**src/rtl/mul_div_unit.sv**
```systemverilog
// mul_div_unit: iterative radix-2 multiply/divide unit with architectural HI/LO registers
// Optional feature: define MULDIV_MADD_EN to enable MADD/MADDU (op 100/101) accumulate into {hi,lo}.
// Ports:
//   clk            rising-edge clock
//   reset          asynchronous active-low reset
//   start, op      launch MULT/MULTU/DIV/DIVU(/MADD/MADDU) when not busy
//   a, b           operands, sampled when start is accepted
//   wr_hi, wr_lo   MTHI/MTLO writes of wdata, honoured when not busy
//   busy, done     handshake: busy for WIDTH cycles, then a one-cycle done
//   dbz            divide-by-zero flag, valid with done, held until next accepted start
//   hi, lo         HI/LO registers
module mul_div_unit #(
  parameter int WIDTH = 32,
  parameter int CNT_W = $clog2(WIDTH + 1)
) (
  input  logic             clk,
  input  logic             reset,
  input  logic             start,
  input  logic [2:0]       op,
  input  logic [WIDTH-1:0] a,
  input  logic [WIDTH-1:0] b,
  input  logic             wr_hi,
  input  logic             wr_lo,
  input  logic [WIDTH-1:0] wdata,
  output logic             busy,
  output logic             done,
  output logic             dbz,
  output logic [WIDTH-1:0] hi,
  output logic [WIDTH-1:0] lo
);
  typedef enum logic [1:0] {IDLE, RUN, FIN} state_t;
  state_t state, state_n;
  logic [CNT_W-1:0] cnt;
  logic [WIDTH-1:0] r, q, m, r_n, q_n, am, bm, quo, rem, sub;
  logic [2:0] op_r;
  logic pneg, rneg, op_ok, accept, is_div, div_r, sgn, last, ge;
  logic [WIDTH:0] msum;
  logic [2*WIDTH-1:0] prod, prod_s, mres;
`ifdef MULDIV_MADD_EN
  assign op_ok = op <= 3'd5;
  assign mres = op_r[2] ? {hi, lo} + prod_s : prod_s;
`else
  assign op_ok = !op[2];
  assign mres = prod_s;
`endif
  assign busy = state == RUN;
  assign done = state == FIN;
  assign accept = start && !busy && op_ok;
  assign is_div = op[2:1] == 2'b01;
  assign div_r = op_r[2:1] == 2'b01;
  assign sgn = !op[0];
  assign am = (sgn && a[WIDTH-1]) ? -a : a;
  assign bm = (sgn && b[WIDTH-1]) ? -b : b;
  assign last = busy && cnt == CNT_W'(WIDTH - 1);
  // multiply: shift-add on {r,q}, q holds the multiplier and collects product low bits
  assign msum = {1'b0, r} + (q[0] ? {1'b0, m} : '0);
  // divide: restoring step on the partial remainder r with dividend bits shifted out of q
  assign ge = {r, q[WIDTH-1]} >= {1'b0, m};
  assign sub = {r[WIDTH-2:0], q[WIDTH-1]} - m;
  assign r_n = div_r ? (ge ? sub : {r[WIDTH-2:0], q[WIDTH-1]}) : msum[WIDTH:1];
  assign q_n = div_r ? {q[WIDTH-2:0], ge} : {msum[0], q[WIDTH-1:1]};
  assign prod = {r_n, q_n};
  assign prod_s = pneg ? -prod : prod;
  // a zero divisor yields remainder = a naturally; only the quotient needs forcing
  assign quo = dbz ? '1 : (pneg ? -q_n : q_n);
  assign rem = rneg ? -r_n : r_n;
  always_comb begin
    state_n = busy ? (last ? FIN : RUN) : (accept ? RUN : IDLE);
  end
  always_ff @(posedge clk or negedge reset)
    if (!reset) state <= IDLE;
    else state <= state_n;
  always_ff @(posedge clk or negedge reset)
    if (!reset) begin
      cnt <= '0;
      op_r <= '0;
      pneg <= 1'b0;
      rneg <= 1'b0;
      dbz <= 1'b0;
      r <= '0;
      q <= '0;
      m <= '0;
      hi <= '0;
      lo <= '0;
    end else begin
      if (accept) begin
        cnt <= '0;
        op_r <= op;
        pneg <= sgn && (a[WIDTH-1] ^ b[WIDTH-1]);
        rneg <= sgn && a[WIDTH-1];
        dbz <= is_div && b == '0;
        r <= '0;
        m <= is_div ? bm : am;
        q <= is_div ? am : bm;
      end else if (busy) begin
        r <= r_n;
        q <= q_n;
        cnt <= cnt + CNT_W'(1);
      end
      if (last) begin
        hi <= div_r ? rem : mres[2*WIDTH-1:WIDTH];
        lo <= div_r ? quo : mres[WIDTH-1:0];
      end else begin
        if (wr_hi && !busy) hi <= wdata;
        if (wr_lo && !busy) lo <= wdata;
      end
    end
endmodule

```
**config.mk**
```make
export PLATFORM = sky130hd
export DESIGN_NAME = mul_div_unit
export DESIGN_NICKNAME = d
export VERILOG_FILES = /design/src/rtl/mul_div_unit.sv
export SDC_FILE = /design/constraint.sdc
export NUM_CORES = 1
export LEC_CHECK = 0
export BUFFER_PORTS_ARGS = -buffer_cell sky130_fd_sc_hd__clkbuf_2
export CAP_MARGIN = 15
export CORE_MARGIN = 2
export CORE_UTILIZATION = 60
export CTS_CLUSTER_SIZE = 24
export DETAILED_ROUTE_END_ITERATION = 16
export GPL_TIMING_DRIVEN = 1
export HOLD_SLACK_MARGIN = 0.12
export PLACE_DENSITY = 0.77
export SYNTH_ARGS = -nofsm -noshare
export SYNTH_HDL_FRONTEND = slang
export SYNTH_SLANG_ARGS = --single-unit
```
**constraint.sdc**
```tcl
create_clock -name clk -period 13.7 [get_ports clk]
set_input_delay 3.425 -clock clk [delete_from_list [all_inputs] [get_ports clk]]
set_output_delay 3.425 -clock clk [all_outputs]
set_load 0.005 [all_outputs]
```
== Yosys cells after proc, flatten, opt, wreduce, memory -nomap -nowiden ==
Index checks and enable logic that the tools add are counted.
Operators by class
  reduce and logical (&&, ||, !) cells: 16
  eq/ne operators: 5
  multiplexer cells: 27
  bitwise operators: 1
  magnitude comparators: 1
  $add $sub $neg: 8
Operators by type and width (number)
  two-way mux 32 bit: 21
  negation 32 bit: 4
  two-way mux 64 bit: 1
  negation 64 bit: 1
  adder 32 x 32 -> 33 bit: 1
  greater-or-equal comparator 33 x 32 -> 1 bit: 1
  logical NOT 32 bit: 1
  subtractor 32 bit: 1
  two-way mux 6 bit: 2
  logical AND 1 bit: 9
  adder 6 x 1 -> 6 bit (second input constant): 1
  equality test 2 x 1 -> 1 bit (second input constant): 3
  equality test 6 x 5 -> 1 bit (second input constant): 1
  nonzero test 2 bit: 3
  two-way mux 2 bit: 2
  logical NOT 1 bit: 3
  equality test 2 bit (second input constant): 1
  two-way mux 1 bit: 1
  XOR 1 bit: 1
Word-level totals
  output and inout bits: 67
  register bits after elaboration: 174
  bits of input ports: 104

== Longest topological paths before layout ==
  depth after elaboration: 8
  depth in mapped cells: 21
  gate-level depth less buffers: 19

== Least setup slack after synthesis ==
Ideal clock, no wire load.
  kind: input port to flip-flop
  from: input b[1]
  to: register q[30]
  path slack: 7.763 ns
  arrival time: 5.859 ns
  required time: 13.623 ns
  cell stages on the path: 14
  cells stage by stage: inv_1 > ha_1 > nor3b_1 > and2_1 > nand2_1 > nor4_1 > nor3b_1 > nand2_1 > o41ai_1 > xnor2_1 > nor2_1 > a211oi_1 > a211oi_1 > a21oi_1
On the way
  longest elaborated chain between the ends: 4
RTL lines
  from (decl): line 21  | input logic [WIDTH-1:0] b,
  negation 32 bit: line 53  | assign bm = (sgn && b[WIDTH-1]) ? -b : b;
  two-way mux 32 bit: line 53
  two-way mux 32 bit: line 94  | q <= is_div ? am : bm;
  two-way mux 32 bit: line 86  | if (accept) begin
  to (signal assigned): line 94
  to (signal assigned): line 97  | q <= q_n;
  to (decl): line 34  | logic [WIDTH-1:0] r, q, m, r_n, q_n, am, bm, quo, rem, sub;
Every way passes these cells.
A chain may end at the register's enable or synchronous reset.

== Final worst setup path ==
Ends and elaborated chain as after synthesis.

==> impl_metrics.yaml <==
detailed_routing:
  ant_nets: 0
  vias_per_cell: 6.83
  drt_iter0_markers: 2265
  post-route-drc-count: 0
  wl_per_cell_um: 23.5
  vias: 17000
  dr.pass1.iters: 6
  wl_um: 58600
grt:
  gr-usage-all-layers_pct: 41.0
  grt_max_degree: 95
  grt_overflow: 0
  antenna_found_initial: 3
  grt_pass1_vias: 15300
  grt_pass1_wl_um: 89300
clocking:
  cts_max_level: 4
  postCtsSetupBuffers: 0
  cts_resized: 0
  cts.sinks: 173
  tritoncts: "done"
  clk_pin_slew_ns: 0.08
  cts_root_buf: "clkbuf_16"
  cts_hold_buf: 0
  clkLatencyLatePin_ns: 0.45
  clock_path_buffers: 2
  cts_buffers: 17
worst_setup_path:
  crit_required_ns: 14.08
  cp-start-kind: "primary input"
  worstPathMaxFanout: 4
  critPathKind: "primary input to flop"
  critPathCaptureType: "flop"
  arrival_ns: 6.61
sta:
  setup_violations: 0
  fin_crit_sh_pct: 45.5
  setup_tns_ns: 0
  rsz0062_at_grt: "no"
  tightest_slew_ns: 1.12
  finalClockSkew_ns: 0.0243
  final_max_slew_viol_count: 0
  hold_violations: 0
  slew_headroom_pct: 24.8
  fmax_mhz: 160
  period_minus_slack_ns: 6.24
die:
  io_pins: 171
  die-area_mm2: 0.0279
  fp.dieH_um: 167
  start_util_pct: 61.3
  fp.dieW_um: 167
  fp-row-count: 59
  core_mm2: 0.0261
run:
  max-cap-violations: 0
cells_and_area:
  fin_util_pct: 67.7
  fillers: 2325
  layout_commonest_cell: "nand2_1"
  area.growth.synth_to_final_pct: 10.5
  nets: 2319
  multi_input_area_mm2: 0.0109
  register_area_mm2: 0.00433
  finalInstanceArea_mm2: 0.0176
  final_cell_mix: "255 x nand2_1, 185 x o21ai_0, 175 x a21oi_1"
  drive_gt1_share_pct: 12.8
synth:
  yosys.cell_types.count: 100
  synth_adder_area_share_pct: 5.66
  synth-xor-area-share_pct: 8.72
  netlist_area_mm2: 0.0160
  synth_flop_cell: "dfrtp_1"
  synthSimpleGateAreaFrac_pct: 20.5
  synth_compound_area_share_pct: 29.5
  yosysWarnings: 0
  synth_top_family_by_area: "compound AO/OA/AOI/OAI gates"
  avgSynthCellArea_um2: 7.79
  syn_inst: 2050
  ys_seq_area_share_pct: 27.1
  synth_edf_count: 0
  synth_nets: 2225
  synth.area.mux_share_pct: 3.75
  async_flop_share_pct: 100
  ys_ff_latch: 173
hold_path:
  hold_class: "flop to flop"
placed_design:
  placed_cell_area_mm2: 0.0170
  dp_hpwl_um: 45200
  io_buffers: 170
  gp_congestion: 1.02
outcome:
  status: "finished clean"
-- metal layers --
| metal | vias to the layer above | wire length, um | global-route usage (%) |
|---|---|---|---|
| met1 | 8115 | 24100 | 57.0 |
| li1 | 7748 | - | - |
| met5 | - | 23 | 0 |
| met3 | 144 | 6430 | 9.41 |
| met4 | 4 | 2870 | 18.4 |
| met2 | 1035 | 25200 | 61.2 |
-- layout make-up --
cell class,instances,area share [%]
repair buffers,194,6.11
clock inverters,15,1.05
well taps,335,2.38
flip-flops and latches,173,24.5
clock buffers,17,2.41
diodes,2,0.0284
inverters,70,1.49
multi-input cells,1688,62.0
-- registers in the layout, indices dropped and copies added (netlist names) --
signal,cells
m,32
dbz,1
q,32
state,2
pneg,1
cnt,6
lo,32
rneg,1
r,32
hi,32
op_r,2
-- critical path: stages --
cell and delay, ns:
clkbuf_2 0.11, inv_1 0.08, ha_1 0.16, nor3b_1 0.34, and2_1 0.22, nand2_1 0.13, nor4_1 0.48, nor3b_1 0.45
nand2_1 0.15, o41ai_1 0.33, xnor2_1 0.19, nor2_1 0.06, a211oi_1 0.24, a211oi_1 0.08, a21oi_1 0.16
-- stage by stage --
stage	setup WS (ns)	hold WS, ns	cells
3_5_place_dp	7.05	0.470	2457
3_3_place_gp	7.23	0.461	2457
5_1_grt	7.17	0.501	2492
4_1_cts	7.52	0.489	2489
6_report	7.46	0.486	2494
2_1_floorplan	7.76	0.468	2050
-- logic make-up after synthesis --
| kind of cell | after synthesis |
|---|---|
| xor+xnor | 159 |
| fa+ha+maj | 71 |
| simple gates | 677 |
| compound gates | 723 |
| buf+inv | 189 |
| mux | 58 |
| flops | 173 |
-- Yosys cell counts (9+ instances only) --
cell type / instances / share of area (%)
and2_1: 48 / 1.9
o41ai_1: 16 / 0.88
o21ai_0: 185 / 5.8
buf_2: 12 / 0.38
o31ai_1: 24 / 1.1
nor2b_1: 9 / 0.35
buf_1: 9 / 0.21
o22ai_1: 41 / 1.6
ha_1: 69 / 5.4
or4_1: 10 / 0.47
a31oi_1: 15 / 0.59
xnor2_1: 84 / 4.6
nor3_1: 38 / 1.2
a21oi_1: 176 / 5.5
nand2_1: 255 / 6.0
nand3_1: 28 / 0.88
or3_1: 17 / 0.67
o21a_1: 14 / 0.66
and3_1: 34 / 1.3
a22o_1: 14 / 0.77
dfrtp_1: 173 / 27
inv_1: 68 / 1.6
nor2_1: 140 / 3.3
o211ai_1: 54 / 2.5
mux2i_1: 50 / 3.1
clkbuf_1: 93 / 2.2
nand2b_1: 20 / 0.78
nor4_1: 22 / 0.86
a211oi_1: 71 / 3.3
xor2_1: 75 / 4.1
a21o_1: 30 / 1.4
nand4_1: 23 / 0.90
-- final timing paths --
check | slack [ns] | depth (start not counted) | start | to
min reg2reg | 0.49 | 2 | lo[22] | lo[22]
max reg2reg | 7.51 | 18 | m[20] | hi[22]
max in group asynchronous | 9.45 | 2 | reset | q[0]
max | 7.46 | 15 | b[1] | q[30]
min in group asynchronous | 2.91 | 1 | reset | r[19]
min | 0.49 | 2 | lo[22] | lo[22]
Power is left out: the tool's default activity adds up to more than one toggle a clock period on the data nets, which glitch-free logic cannot reach.
